==> src/rtl/note_key_mixer_pkg.sv <==
// rtl/note_key_mixer_pkg.sv - shared constants and helpers for the piano key/note mixer
package piano_pkg;

    localparam int CLK_HZ           = 50_000_000;
    localparam int DEFAULT_DEBOUNCE = CLK_HZ / 50;
    localparam int MAX_KEYS         = 16;

    function automatic logic [4:0] popcount(input logic [MAX_KEYS-1:0] v);
        logic [4:0] n;
        n = '0;
        for (int i = 0; i < MAX_KEYS; i++) begin
            n = n + {4'd0, v[i]};
        end
        return n;
    endfunction

    // Returns MAX_KEYS when no bit is set.
    function automatic logic [4:0] lowest_set_index(input logic [MAX_KEYS-1:0] v);
        logic [4:0] idx;
        idx = 5'(MAX_KEYS);
        for (int i = MAX_KEYS - 1; i >= 0; i--) begin
            if (v[i]) idx = 5'(i);
        end
        return idx;
    endfunction

    function automatic int count_width(input int n);
        return $clog2(n + 1);
    endfunction

endpackage

==> src/rtl/note_key_mixer_if.sv <==
// rtl/note_key_mixer_if.sv - key/note inputs and mixer outputs bundled for the note_key_mixer
interface note_key_mixer_if
    import piano_pkg::*;
#(
    parameter int NUM_KEYS = 8
);
    localparam int CW = count_width(NUM_KEYS);

    logic [NUM_KEYS-1:0] key_in;
    logic [NUM_KEYS-1:0] note_in;
    logic                mute;
    logic                mono;
    logic [NUM_KEYS-1:0] keys_pressed;
    logic [CW-1:0]       active_count;
    logic                speaker_out;

    modport master (
        output key_in, note_in, mute, mono,
        input  keys_pressed, active_count, speaker_out
    );

    modport slave (
        input  key_in, note_in, mute, mono,
        output keys_pressed, active_count, speaker_out
    );

endinterface

==> src/rtl/note_key_mixer_debounce.sv <==
// rtl/note_key_mixer_debounce.sv - per-key 2-flop synchronizer and persistence-count debouncer
module key_debounce
    import piano_pkg::*;
#(
    parameter int DEBOUNCE_CYCLES = DEFAULT_DEBOUNCE
) (
    input  logic clk,
    input  logic reset,
    input  logic raw,
    output logic stable
);
    localparam int CNTW = $clog2(DEBOUNCE_CYCLES);

    logic [1:0]      sync;
    logic [CNTW-1:0] cnt;

    // Any return to the stable level restarts the persistence count.
    always_ff @(posedge clk or posedge reset) begin
        if (reset) begin
            sync   <= '0;
            cnt    <= '0;
            stable <= 1'b0;
        end else begin
            sync <= {sync[0], raw};
            if (sync[1] == stable) begin
                cnt <= '0;
            end else if (cnt == CNTW'(DEBOUNCE_CYCLES - 1)) begin
                stable <= sync[1];
                cnt    <= '0;
            end else begin
                cnt <= cnt + CNTW'(1);
            end
        end
    end

endmodule

==> src/rtl/note_key_mixer.sv <==
// rtl/note_key_mixer.sv - debounced key gating of note waves mixed by a first-order sigma-delta
module note_key_mixer
    import piano_pkg::*;
#(
    parameter int NUM_KEYS        = 8,
    parameter int DEBOUNCE_CYCLES = DEFAULT_DEBOUNCE
) (
    input  logic            clk,
    input  logic            reset,
    note_key_mixer_if.slave bus
);
    localparam int CW = count_width(NUM_KEYS);

    logic [NUM_KEYS-1:0] keys;
    logic [NUM_KEYS-1:0] gated;
    logic [CW-1:0]       count_q;
    logic [CW-1:0]       level;
    logic [CW-1:0]       acc;
    logic                spk;

    logic [MAX_KEYS-1:0] keys_ext;
    logic [MAX_KEYS-1:0] gated_ext;
    logic [4:0]          prio;
    logic [CW:0]         sum;

    for (genvar i = 0; i < NUM_KEYS; i++) begin : g_key
        key_debounce #(
            .DEBOUNCE_CYCLES(DEBOUNCE_CYCLES)
        ) u_debounce (
            .clk   (clk),
            .reset (reset),
            .raw   (bus.key_in[i]),
            .stable(keys[i])
        );
    end

    always_comb begin
        keys_ext                 = '0;
        keys_ext[NUM_KEYS-1:0]   = keys;
        gated_ext                = '0;
        gated_ext[NUM_KEYS-1:0]  = gated;
        prio                     = lowest_set_index(keys_ext);
        sum                      = {1'b0, acc} + {1'b0, level};
    end

    always_ff @(posedge clk or posedge reset) begin
        if (reset) begin
            count_q <= '0;
            gated   <= '0;
            level   <= '0;
        end else begin
            count_q <= CW'(popcount(keys_ext));
            gated   <= keys & bus.note_in;
            // Mono drives full scale so the output is the chosen note itself, not a duty fraction.
            if (bus.mono) begin
                if (prio == 5'(MAX_KEYS))
                    level <= '0;
                else
                    level <= gated_ext[prio[3:0]] ? CW'(NUM_KEYS) : '0;
            end else begin
                level <= CW'(popcount(gated_ext));
            end
        end
    end

    always_ff @(posedge clk or posedge reset) begin
        if (reset) begin
            acc <= '0;
            spk <= 1'b0;
        end else if (bus.mute) begin
            acc <= '0;
            spk <= 1'b0;
        end else if (sum >= (CW+1)'(NUM_KEYS)) begin
            acc <= CW'(sum - (CW+1)'(NUM_KEYS));
            spk <= 1'b1;
        end else begin
            acc <= sum[CW-1:0];
            spk <= 1'b0;
        end
    end

    assign bus.keys_pressed = keys;
    assign bus.active_count = count_q;
    assign bus.speaker_out  = spk;

endmodule

==> src/flat_wrapper.sv <==
// flat-port wrapper written by rule: the top's interface ports become plain ports
module note_key_mixer_flat import piano_pkg::*;
#(
    parameter int NUM_KEYS        = 8,
    parameter int DEBOUNCE_CYCLES = DEFAULT_DEBOUNCE
)
  (clk, reset, bus_key_in, bus_note_in, bus_mute, bus_mono, bus_keys_pressed, bus_active_count, bus_speaker_out);
  note_key_mixer_if #(.NUM_KEYS(NUM_KEYS)) bus_i ();
  input  logic clk;
  input  logic reset;
  input wire logic [$bits(bus_i.key_in)-1:0] bus_key_in;
  input wire logic [$bits(bus_i.note_in)-1:0] bus_note_in;
  input wire logic [$bits(bus_i.mute)-1:0] bus_mute;
  input wire logic [$bits(bus_i.mono)-1:0] bus_mono;
  output wire logic [$bits(bus_i.keys_pressed)-1:0] bus_keys_pressed;
  output wire logic [$bits(bus_i.active_count)-1:0] bus_active_count;
  output wire logic [$bits(bus_i.speaker_out)-1:0] bus_speaker_out;
  assign bus_i.key_in = bus_key_in;
  assign bus_i.note_in = bus_note_in;
  assign bus_i.mute = bus_mute;
  assign bus_i.mono = bus_mono;
  assign bus_keys_pressed = bus_i.keys_pressed;
  assign bus_active_count = bus_i.active_count;
  assign bus_speaker_out = bus_i.speaker_out;
  note_key_mixer #(.NUM_KEYS(NUM_KEYS), .DEBOUNCE_CYCLES(DEBOUNCE_CYCLES)) u_core (.clk(clk), .reset(reset), .bus(bus_i));
endmodule
==> config.mk <==
export PLATFORM = sky130hd
export DESIGN_NAME = note_key_mixer_flat
export DESIGN_NICKNAME = d
export VERILOG_FILES = /design/src/rtl/note_key_mixer_pkg.sv /design/src/rtl/note_key_mixer_if.sv /design/src/rtl/note_key_mixer_debounce.sv /design/src/rtl/note_key_mixer.sv /design/src/flat_wrapper.sv
export SDC_FILE = /design/constraint.sdc
export NUM_CORES = 1
export LEC_CHECK = 0
export ABC_AREA = 1
export CORE_ASPECT_RATIO = 0.8
export CORE_MARGIN = 4
export CORE_UTILIZATION = 35
export CTS_CLUSTER_SIZE = 14
export DETAILED_ROUTE_END_ITERATION = 10
export SETUP_SLACK_MARGIN = 0.3
export SYNTH_ARGS = -nofsm -noshare
export SYNTH_HDL_FRONTEND = slang
export SYNTH_SLANG_ARGS = --single-unit
==> constraint.sdc <==
create_clock -name clk -period 10.4 [get_ports clk]
set_clock_uncertainty 0.15 [all_clocks]
set_input_delay 1.56 -clock clk [delete_from_list [all_inputs] [get_ports clk]]
set_output_delay 1.56 -clock clk [all_outputs]
set_load 0.005 [all_outputs]
==> out/metrics.csv, run 1 <==
stage;metric;value;unit
logic_synthesis;Synth Cell Area;0.0102;mm2
clock_tree;CTS tree;done;
sta;hold slack;0.193;ns
outcome;status;finished clean;
setup_path;Crit path max-delay family;flip-flops;
clock_tree;Reg clk slew, reported paths;0.06;ns
clock_tree;Clock Latency Late Sink;0.50;ns
sta;Tmin final;3.42;ns
logic_synthesis;main flop type after synthesis;dfrtp_1;
clock_tree;cts hold-fix bufs;0;
logic_synthesis;Synth area leaders;dfrtp_1 50%, inv_1 6.6%, nor2_1 6.2%;
logic_synthesis;syn avg cell area;8.73;um2
power;Peak VDD IR;101;uV
placed_design;Buffers on Ports;32;
sta;fmax;0.293;GHz
route;routed via count;7528;
global_routing;GRT overflow;0;
logic_synthesis;Mapped Nets;1221;
clock_tree;CTS H-tree lvls;1;
logic_synthesis;area share of the largest cell type after synthesis;50.1;%
sta;Least-Margin Pin Slew;0.937;ns
global_routing;largest net degree at the start of global routing;136;
sta;RSZ-0062 raised after global routing;false;
placed_design;Post-DP HPWL;14.3;mm
sta;Final Max Slew Viols;0;
die;chip height;161;um
logic_synthesis;count of warnings emitted by yosys;0;
clock_tree;CTS Sinks;205;
setup_path;Crit path required time;8.69;ns
die;initial core utilization;35.9;%
logic_synthesis;Yosys cell types;44;
logic_synthesis;Mapped Cells;1174;
die;chip width;199;um
clock_tree;root buffer cell;clkbuf_16;
setup_path;Crit. End Element;output pin;
logic_synthesis;most common cell in the netlist;dfrtp_1;
route;Avg WL per Cell;12.5;um
finish;layout cells sized above 1;7.06;%
clock_tree;post-CTS resize count;0;
finish;Area Growth Syn to Fin;13.9;%
logic_synthesis;Yosys reg bits;205;
logic_synthesis;Post-synth ARST share;100;%
finish;final layout net count;1264;
route;Residual DRC;0;
global_routing;number of global-route vias before repair;7211;
logic_synthesis;number of flops mapped to enable cells by yosys;0;
route;Vias/cell;4.70;
global_routing;global-route wire length before repair;35.0;mm
power;PD cells;140;mW/mm2
route;WL met3;802;um
power;Leak;5.17;nW
route;DRT met1 WL;10.5;mm
die;FP Rows;55;
clock_tree;post-CTS setup buffers;0;
setup_path;worst stage delay on the critical path;0.61;ns
route;highest metal layer with signal wires;met4;
logic_synthesis;sequential area share after synthesis;50.1;%
setup_path;crit-path max FO;7;
setup_path;CP Data Arrival Time;1.71;ns
min_path;Hold WC Path Type;flip-flop to flip-flop;
finish;ant diodes;0;
route;Routed Antenna Nets;0;
route;drt initial violations;450;
die;IO Count;33;
job;max_cap viols;0;
sta;setup TNS;0;ns
global_routing;initial antenna violation count;0;
setup_path;Crit-path slowest cell;dfrtp_1;
clock_tree;cts bufs inserted;22;
logic_synthesis;post-synth top area cell;dfrtp_1;
logic_synthesis;most frequent cells after synthesis;205 x dfrtp_1, 180 x inv_1, 169 x nor2_1;
die;Die ar.;0.0321;mm2
route;WL final;20.1;mm
placed_design;Cells after DPL;1563;
sta;Slew headroom;37.5;%
sta;Final Cycle Share;32.9;%
clock_tree;Clock Tree Buf Depth;3;
setup_path;Worst Setup Start Kind;flip-flop;
setup_path;worst path cell trace;clkdlybuf4s50_1;
route;met2 WL;8.44;mm
route;drt pass-1 iters;4;
setup_path;Setup CP Type;flip-flop to output pin;
sta;endpoints failing setup;0;
placed_design;GPL Wtd Cong;0.827;
sta;Hold Vio Cnt, Final;0;
die;Core ar.;0.0286;mm2
setup_path;Buf+Inv Stages, Crit Path;1;
finish;Cell Count, Final, Fillers Out;1602;
global_routing;GR Util All Layers;12.9;%
==> registers in the layout (all words and copies together) (netlist names) <==
name / count
u_core.acc: 4
u_core.bus.active_count: 4
u_core.bus.speaker_out: 1
u_core.g_key.u_debounce.cnt: 160
u_core.g_key.u_debounce.stable: 8
u_core.g_key.u_debounce.sync: 16
u_core.gated: 8
u_core.level: 4
==> metal layers <==
| layer | vias up | GRT usage (%) |
|---|---|---|
| li1 | 3871 | - |
| met1 | 3528 | 19.6 |
| met2 | 100 | 19.1 |
| met3 | 29 | 2.25 |
| met4 | 0 | 2.86 |
| met5 | - | 0 |
==> final timing paths <==
| kind | endpoint | startpoint | slack [ns] | cells past startpoint |
|---|---|---|---|---|
| worst min-delay path | u_core.g_key[3].u_debounce.sync[1]$_DFF_PP0_ | u_core.g_key[3].u_debounce.sync[0]$_DFF_PP0_ | 0.19 | 0 |
| worst max register to register | u_core.bus.active_count[1]$_DFF_PP0_ | u_core.g_key[1].u_debounce.stable$_DFFE_PP0P_ | 7.43 | 9 |
| worst max-delay path | bus_keys_pressed[4] | u_core.g_key[4].u_debounce.stable$_DFFE_PP0P_ | 6.98 | 1 |
| worst min register to register | u_core.g_key[3].u_debounce.sync[1]$_DFF_PP0_ | u_core.g_key[3].u_debounce.sync[0]$_DFF_PP0_ | 0.19 | 0 |
| max in group asynchronous | u_core.g_key[2].u_debounce.cnt[13]$_DFF_PP0_ | reset | 7.11 | 3 |
| min in group asynchronous | u_core.g_key[3].u_debounce.cnt[11]$_DFF_PP0_ | reset | 1.53 | 2 |
==> power by group <==
group          total (W)  internal [W]  switching (W)
Combinational  0.0000520     0.0000160      0.0000359
Clock           0.000763      0.000452       0.000311
Sequential      0.000815      0.000808     0.00000706
Total            0.00163       0.00128       0.000354
==> cells by family (layout without fill, tap and decap cells) <==
logic type      Yosys count  count (layout)  share of synthesized area, %
simple gates            579             579                          26.9
flops                   205             205                          50.1
buf+inv                 197             255                          7.57
compound gates           90              90                          4.93
xor+xnor                 72              72                          6.15
fa+ha+maj                27              27                          3.96
mux                       4               4                         0.440
==> per-stage QoR <==
step / total power [W] / setup WS (ns) / util (%) / area, um2
floorplan: 0.000864 / 3.09 / - / 10200
global placement: 0.000884 / 6.44 / 38.4 / 11000
detailed placement: 0.000885 / 6.44 / 38.4 / 11000
CTS: 0.00166 / 6.90 / 40.9 / 11700
global route: 0.00170 / 6.69 / 40.9 / 11700
finish: 0.00163 / 6.98 / 40.9 / 11700
==> cells in the final DEF (no fill, tap or decap), types with 2 or more instances in the layout <==
cell type        synthesis  final
fa_1                     9      9
nand3_2                  5      5
nor2_1                 169    169
clkdlybuf4s50_1          0     32
nand2_1                165    165
nor3_1                  65     65
nor3b_1                  9      9
xnor2_1                 17     17
nor2_2                  13     13
inv_1                  180    179
nor3_2                   9      9
nand4_1                 29     29
mux2_2                   4      4
nor3b_2                  2      2
inv_2                    3      3
clkbuf_1                 1      4
xor2_1                  55     55
o211ai_1                 4      4
a31oi_1                  2      2
o21ai_0                 13     13
or2_0                    6      6
nor4_2                   2      2
nand2_2                  6      6
clkinv_2                 0      5
clkbuf_16                0     23
nand3_1                 68     68
clkbuf_8                 0      7
a21oi_1                 56     56
ha_1                    18     18
o21a_1                   6      6
and3_1                   2      2
a211oi_1                 3      3
dfrtp_1                205    205
nor4_1                  23     23
==> layout make-up <==
class | count | area [um2]
clock buffer | 34 | 687
clock inverter | 5 | 25.0
fill | 2845 | 16900
inverter | 183 | 694
multi-input combinational | 772 | 4340
sequential | 205 | 5130
tap | 370 | 463
timing repair buffer | 33 | 328
No activity file was read; power rests on OpenSTA's default activity.
==> inputs of run 2 (changes only) <==
==> constraint.sdc (replaced) <==
create_clock -name clk -period 3.2 [get_ports clk]
set_clock_uncertainty 0.15 [all_clocks]
set_input_delay 0.48 -clock clk [delete_from_list [all_inputs] [get_ports clk]]
set_output_delay 0.48 -clock clk [all_outputs]
set_load 0.005 [all_outputs]
==> out/metrics.csv, run 2 (same netlist as run 1, synthesis figures left out) <==
stage;metric;value;unit
outcome;status;finished clean;
placed_design;Buffers on Ports;32;
setup_path;Worst Setup Start Kind;flip-flop;
sta;RSZ-0062 raised after global routing;true;
finish;Filler cells;2800;
placed_design;GPL Wtd Cong;0.817;
clock_tree;Reg clk slew, reported paths;0.06;ns
clock_tree;CTS tree;done;
finish;Area Growth Syn to Fin;14.8;%
setup_path;Crit path required time;3.43;ns
die;FP Rows;55;
finish;largest registers;u_core.g_key.u_debounce.cnt (160), u_core.g_key.u_debounce.sync (16);
placed_design;Cells after DPL;1570;
global_routing;GRT overflow;0;
placed_design;Setup WS pre-CTS;0.315;ns
finish;final layout net count;1272;
sta;Tmin final;2.82;ns
global_routing;initial antenna violation count;0;
finish;most frequent cells in the layout;205 x dfrtp_1, 178 x inv_1, 169 x nor2_1;
route;routed via count;7669;
power;Leak;5.21;nW
power;Peak VDD IR;325;uV
route;Vias/cell;4.76;
sta;Hold Vio Cnt, Final;0;
clock_tree;CTS H-tree lvls;1;
clock_tree;CTS Sinks;205;
min_path;Hold WC Path Type;flip-flop to flip-flop;
finish;Cell Count, Final, Fillers Out;1612;
die;initial core utilization;35.9;%
global_routing;largest net degree at the start of global routing;52;
placed_design;Post-DP HPWL;14.8;mm
route;WL final;20.5;mm
route;Routed Antenna Nets;0;
finish;ant diodes;0;
die;Core ar.;0.0286;mm2
finish;layout cells sized above 1;7.89;%
global_routing;global-route wire length before repair;35.9;mm
clock_tree;Clock Tree Buf Depth;3;
clock_tree;root buffer cell;clkbuf_16;
route;Residual DRC;0;
setup_path;CP Data Arrival Time;3.06;ns
finish;commonest non-fill, non-tap cell in the layout;dfrtp_1;
sta;Slew headroom;58.7;%
sta;post-route setup slack;0.378;ns
finish;Largest register FFs;160;
global_routing;number of global-route vias before repair;7451;
job;max_cap viols;0;
sta;Least-Margin Pin Slew;0.618;ns
sta;fmax;0.354;GHz
die;chip height;161;um
sta;Final Max Slew Viols;0;
die;chip width;199;um
global_routing;GR Util All Layers;13.2;%
route;drt initial violations;469;
power;Power, Total;0.00531;W
route;Avg WL per Cell;12.7;um
route;drt pass-1 iters;5;
sta;Final Cycle Share;88.2;%
power;PD cells;451;mW/mm2
clock_tree;cts bufs inserted;23;
finish;Largest Register;u_core.g_key.u_debounce.cnt;
setup_path;Crit. End Element;flip-flop;
sta;endpoints failing setup;0;
sta;setup TNS;0;ns
setup_path;crit-path max FO;2;
die;IO Count;33;
setup_path;Setup CP Type;flip-flop to flip-flop;
die;Die ar.;0.0321;mm2
clock_tree;Clock Latency Late Sink;0.51;ns
-- run 2: changes by cell type in the layout (fill, tap and decap cells not counted), sizes merged --
cell,change
clkinvlp,+1
buf,+7
clkbuf,+1
clkinv,+1
-- run 2: worst max-delay path, cell delays in order, from the launching register on --
cell and delay, ns:
dfrtp_1 0.38, ha_1 0.27, inv_1 0.04, fa_1 0.49, fa_1 0.43, fa_2 0.38
fa_2 0.53, nor2_1 0.04
-- run 2: where the power goes --
| group | internal (W) | leakage [nW] | total, W | switching [W] |
|---|---|---|---|---|
| logic | 0.0000602 | 2.05 | 0.000180 | 0.000120 |
| registers | 0.00263 | 2.81 | 0.00265 | 0.0000232 |
| clock network | 0.00144 | 0.356 | 0.00248 | 0.00103 |
| total | 0.00413 | 5.21 | 0.00531 | 0.00118 |
-- run 2: metrics by stage --
stage               utilization, %  area [um2]  hold WS [ns]
finish                        41.2       11800         0.197
global route                  41.2       11800         0.202
CTS                           41.2       11800         0.198
detailed placement            38.7       11000         0.186
global placement              38.7       11000         0.184
floorplan                        -       10200         0.181
-- run 2: what timing repair did --
item | 4_1_cts | 5_1_grt
resized for setup | 1 | 3
setup endpoints to repair | 1 | 2
hold buffers | 0 | 0
endpoints found under the hold margin | 0 | 0
buffers inserted | 0 | 0
-- run 2: layout make-up --
type | instances | area [um2] | area share, %
sequential | 205 | 5130 | 43.6
multi-input combinational | 772 | 4350 | 37.0
inverter | 183 | 691 | 5.87
clock buffer | 35 | 671 | 5.70
tap | 370 | 463 | 3.94
timing repair buffer | 40 | 418 | 3.55
clock inverter | 7 | 38.8 | 0.330
-- run 2: final timing paths --
check | end | cells after the start | startpoint | slack, ns
max reg2reg | u_core.level[1]$_DFF_PP0_ | 7 | u_core.gated[0]$_DFF_PP0_ | 0.38
min reg2reg | u_core.g_key[4].u_debounce.sync[1]$_DFF_PP0_ | 0 | u_core.g_key[4].u_debounce.sync[0]$_DFF_PP0_ | 0.20
max | u_core.level[1]$_DFF_PP0_ | 7 | u_core.gated[0]$_DFF_PP0_ | 0.38
min | u_core.g_key[4].u_debounce.sync[1]$_DFF_PP0_ | 0 | u_core.g_key[4].u_debounce.sync[0]$_DFF_PP0_ | 0.20
max in group asynchronous | u_core.g_key[3].u_debounce.cnt[14]$_DFF_PP0_ | 3 | reset | 1.92
min in group asynchronous | u_core.g_key[1].u_debounce.cnt[1]$_DFF_PP0_ | 2 | reset | 0.25
-- run 2: routing by layer --
metal / track usage, % / wire length [um] / share of wire, % / up-vias
met5: 0 / 0 / 0 / -
li1: - / - / - / 3900
met1: 19.5 / 10500 / 51 / 3630
met3: 2.54 / 688 / 3.4 / 36
met4: 3.85 / 563 / 2.8 / 0
met2: 19.7 / 8690 / 42 / 103
